===== src/rtl/instr_encoder.sv =====
// RV32I instruction encoder with a single-slot registered output and byte-address tagging.
// Optional immediate/op range checking is enabled by defining INSTR_ENC_RANGE_CHK_EN.
module instr_encoder #(
    parameter int unsigned             ADDR_W    = 32,
    parameter logic [ADDR_W-1:0]       BASE_ADDR = '0
) (
    input  logic              clk,
    input  logic              rst,
    input  logic              in_valid,
    output logic              in_ready,
    input  logic [2:0]        in_op,
    input  logic [4:0]        in_rd,
    input  logic [4:0]        in_rs1,
    input  logic [4:0]        in_rs2,
    input  logic [12:0]       in_imm,
    output logic              out_valid,
    input  logic              out_ready,
    output logic [31:0]       out_instr,
`ifdef INSTR_ENC_RANGE_CHK_EN
    output logic              out_err,
`endif
    output logic [ADDR_W-1:0] out_addr
);

    typedef enum logic [2:0] {
        OP_ADD  = 3'd0,
        OP_SLLI = 3'd1,
        OP_ADDI = 3'd2,
        OP_LW   = 3'd3,
        OP_SW   = 3'd4,
        OP_BEQ  = 3'd5,
        OP_BNE  = 3'd6,
        OP_RSVD = 3'd7
    } op_t;

    localparam logic [31:0] NOP = 32'h0000_0013;

    op_t               op;
    logic [31:0]       enc;
    logic [31:0]       word;
    logic              accept;
    logic [ADDR_W-1:0] next_addr;

    assign op = op_t'(in_op);

    always_comb begin
        enc = NOP;
        case (op)
            OP_ADD:  enc = {7'b0000000, in_rs2, in_rs1, 3'b000, in_rd, 7'b0110011};
            OP_SLLI: enc = {7'b0000000, in_imm[4:0], in_rs1, 3'b001, in_rd, 7'b0010011};
            OP_ADDI: enc = {in_imm[11:0], in_rs1, 3'b000, in_rd, 7'b0010011};
            OP_LW:   enc = {in_imm[11:0], in_rs1, 3'b010, in_rd, 7'b0000011};
            OP_SW:   enc = {in_imm[11:5], in_rs2, in_rs1, 3'b010, in_imm[4:0], 7'b0100011};
            OP_BEQ:  enc = {in_imm[12], in_imm[10:5], in_rs2, in_rs1, 3'b000,
                            in_imm[4:1], in_imm[11], 7'b1100011};
            OP_BNE:  enc = {in_imm[12], in_imm[10:5], in_rs2, in_rs1, 3'b001,
                            in_imm[4:1], in_imm[11], 7'b1100011};
            default: enc = NOP;
        endcase
    end

`ifdef INSTR_ENC_RANGE_CHK_EN
    logic illegal;

    // 12-bit fields are legal when the 13-bit immediate sign-extends from bit 11.
    always_comb begin
        illegal = 1'b0;
        case (op)
            OP_SLLI:              illegal = |in_imm[12:5];
            OP_ADDI, OP_LW, OP_SW: illegal = (in_imm[12] != in_imm[11]);
            OP_BEQ, OP_BNE:       illegal = in_imm[0];
            OP_RSVD:              illegal = 1'b1;
            default:              illegal = 1'b0;
        endcase
    end

    assign word = illegal ? NOP : enc;
`else
    assign word = enc;
`endif

    // A reset that lands mid-stall still advertises readiness; rst takes priority over accept.
    assign in_ready = rst || !out_valid || out_ready;
    assign accept   = in_valid && in_ready;

    always_ff @(posedge clk) begin
        if (rst) begin
            out_valid <= 1'b0;
            out_instr <= '0;
            out_addr  <= '0;
            next_addr <= BASE_ADDR;
`ifdef INSTR_ENC_RANGE_CHK_EN
            out_err   <= 1'b0;
`endif
        end else if (accept) begin
            out_valid <= 1'b1;
            out_instr <= word;
            out_addr  <= next_addr;
            next_addr <= next_addr + ADDR_W'(4);
`ifdef INSTR_ENC_RANGE_CHK_EN
            out_err   <= illegal;
`endif
        end else if (out_ready) begin
            out_valid <= 1'b0;
        end
    end

endmodule


===== config.mk =====
export PLATFORM = sky130hd
export DESIGN_NAME = instr_encoder
export DESIGN_NICKNAME = d
export VERILOG_FILES = /design/src/rtl/instr_encoder.sv
export SDC_FILE = /design/constraint.sdc
export NUM_CORES = 1
export LEC_CHECK = 0
export BUFFER_PORTS_ARGS = -buffer_cell sky130_fd_sc_hd__buf_2
export CAP_MARGIN = 15
export CORE_ASPECT_RATIO = 0.75
export CORE_UTILIZATION = 53
export DETAILED_ROUTE_END_ITERATION = 8
export PLACE_DENSITY = 0.91
export SETUP_SLACK_MARGIN = 0.1
export SLEW_MARGIN = 10
export SYNTH_ARGS = -nofsm -noshare
export SYNTH_HDL_FRONTEND = slang
export SYNTH_SLANG_ARGS = --single-unit
export TNS_END_PERCENT = 100

===== constraint.sdc =====
create_clock -name clk -period 2.5 [get_ports clk]
set_input_delay 0.125 -clock clk [delete_from_list [all_inputs] [get_ports clk]]
set_output_delay 0.125 -clock clk [all_outputs]
set_load 0.01 [all_outputs]

==> flow_summary.yaml <==
timing:
  finalSetupViolations: 0
  rsz0062_at_grt: "no"
  setup_ws_ps: 312
  slew_headroom_pct: 32.1
  max_freq_mhz: 457
  finalCritPeriodShare_pct: 87.5
  fin_crit_ps: 2190
  drv_slew: 0
  worst_pin_slew_ps: 1020
  whs_ps: 5.61
  finalHoldViolCount: 0
  setup_tns_ps: 0
  timing.clock.skew_ps: 12.1
clock_tree:
  cts_tree: "yes"
  cts_buffers: 9
  clkTransAtPathRegs_ps: 90
  cts_resized: 0
  clock_path_buffers: 2
  clock_latency_ps: 360
  htreeDepth: 3
  ctsRootBufferMaster: "clkbuf_8"
  cts.sinks: 89
synthesis:
  syn_inst: 473
  synth_compound_gate_area_share_pct: 15.2
  yosys_warnings: 0
  synthAdderAreaFrac_pct: 0.322
  synthXorXnorAreaFrac_pct: 2.03
  yosys-top-cells-area: "dfxtp_1 46%, nand2_1 8.4%, a21oi_1 7.3%"
  yosys.area.top_type: "dfxtp_1"
  synthSimpleGateAreaFrac_pct: 27.3
  synth_top_area_share_pct: 45.8
  syn-cell-area_um2: 3890
  ys_seq_area_share_pct: 45.8
  synth_mux_area_share_pct: 2.83
  avgSynthCellArea_um2: 8.22
  synth_top_family_by_area: "simple AND/OR/NAND/NOR gates"
  ys_ff_latch: 89
  yosys.cell_types.count: 44
die:
  io_pins: 101
  initial_core_util_pct: 55.8
  dieWidth_um: 101
  num_rows: 26
  die_h_um: 76.2
  die_area_um2: 7680
  core_area_um2: 6960
routing:
  dr.first_iter.drc_count: 295
  wl_per_cell_um: 14.4
  via_per_inst: 5.66
  drtPass1Iterations: 6
  drc_errors: 0
  vias: 3677
  drt-total-wl_mm: 9.37
  ant_nets: 0
critical_path:
  crit_path_start_kind: "flop"
  r2r_cells: 5
  cp-startpoint: "next_addr[2]"
  critPathArrivalTime_ps: 2430
  endpoint: "next_addr[24]"
  worstReg2RegStart: "next_addr[2]"
  critPathMaxFanout: 17
  r2r_end: "next_addr[24]"
  rrSetupSlack_ps: 310
  critPathKind: "flop to flop"
  end_kind: "flop"
  required_ps: 2750
pwr:
  power.leakage_nw: 1.79
  total_power_mw: 2.73
  ir_drop_uv: 445
  cellPowerDensity_nw_per_um2: 603
placement:
  dpl_cell_area_um2: 4300
  numPortBuffers: 95
  placed_cells: 632
  gp_congestion: 0.903
  place_ws_ps: 401
  detailed_place_hpwl_mm: 6.37
worst_hold_path:
  hp-class: "input pin to flop"
final_layout:
  layout_commonest_cell: "buf_2"
  stdcell_count: 650
  drive_above_1_share_pct: 23.4
  final_cell_mix: "95 x buf_2, 89 x dfxtp_1, 87 x nand2_1, 57 x a21oi_1, 39 x nor2_1"
  post-route-util_pct: 65.0
  fin_area_um2: 4520
  layout.nets: 583
  area_growth_pct: 16.4
  antenna_cells: 0
global_routing:
  grt_pass1_vias: 3388
  antenna_found_initial: 0
  grt.total_usage_pct: 25.7
  grt_overflow_total: 0
  grt_pass1_wl_mm: 15.7
  grt_max_degree: 98
status:
  status: "finished, final reports clean"
flow_run:
  maxCapViolCount: 0
==> flip-flops by register name, summed over array words and instances (netlist names) <==
name / flops
out_instr: 28
next_addr: 30
out_addr: 30
out_valid: 1
==> synth_stat cells (all sizes together) <==
cell type  number
dfxtp          89
nand3b          4
o22ai           1
or4             9
clkbuf         18
o2111ai         5
a21oi          57
nor4            8
and4            6
xnor2           2
a311oi          5
and3            2
xor2            7
buf            24
nand4           7
conb            1
nor2b          12
o21bai          1
o211ai          2
or3             4
mux2            8
o31ai           9
nand3          16
nor2           39
or3b            2
a211oi          2
o21ai          10
nand2b          7
nor3b           3
inv             5
ha              1
o2111a          1
mux2i           2
nand2          89
nor3            7
and2            2
a22oi           6
==> how the worst min path moves through the flow <==
stage | startpoint | end | cells past startpoint | slack (ps)
finish | in_imm[6] | out_instr[26] | 3 | 6
global route | in_rs1[2] | out_instr[17] | 3 | 9
CTS | in_imm[6] | out_instr[26] | 3 | 5
detailed placement | in_imm[7] | out_instr[27] | 3 | 370
global placement | in_imm[5] | out_instr[25] | 3 | 360
floorplan | in_valid | out_valid | 2 | 260
==> cell type report <==
| cell class | instances | area (µm²) |
|---|---|---|
| Clock inverter | 7 | 76.3 |
| Fill cell | 579 | 2440 |
| Tap cell | 98 | 123 |
| Clock buffer | 9 | 124 |
| Timing Repair Buffer | 101 | 526 |
| Sequential cell | 89 | 1780 |
| Multi-Input combinational cell | 341 | 1870 |
| Inverter | 5 | 18.8 |
==> power breakdown <==
group | internal [mW] | switching [mW] | leakage (nW)
Combinational | 0.0953 | 0.167 | 0.970
Sequential | 1.45 | 0.0207 | 0.723
Clock | 0.472 | 0.521 | 0.102
==> kinds of logic (layout without fill, tap and decap cells) <==
kind of cell | after synthesis | count (layout)
AOI/OAI and AO/OA | 99 | 99
adders and majority gates | 1 | 1
muxes | 10 | 10
xor gates and xnor gates | 9 | 9
and+or+nand+nor | 217 | 217
buffers and inverters | 47 | 122
DFF | 89 | 89
other | 1 | 5
==> layer usage <==
layer	global-route usage, %	vias to the layer above	part of all wire [%]
li1	-	1780	-
met1	32.1	1733	43
met2	41.9	138	48
met3	7.16	26	6.2
met4	10.0	0	2.7
met5	0	-	0
==> critical path: stages, from the launching register on <==
cell and delay [ps]:
dfxtp_1 390, ha_1 180, nand4_1 150, nand2b_1 470
nor4_1 470, mux2_2 400
==> timing repair <==
item / CTS / global route
endpoints found under the hold margin: 2 / 0
hold buffers: 2 / 0
buffers inserted: 0 / 0
No activity file was read; power rests on OpenSTA's default activity.
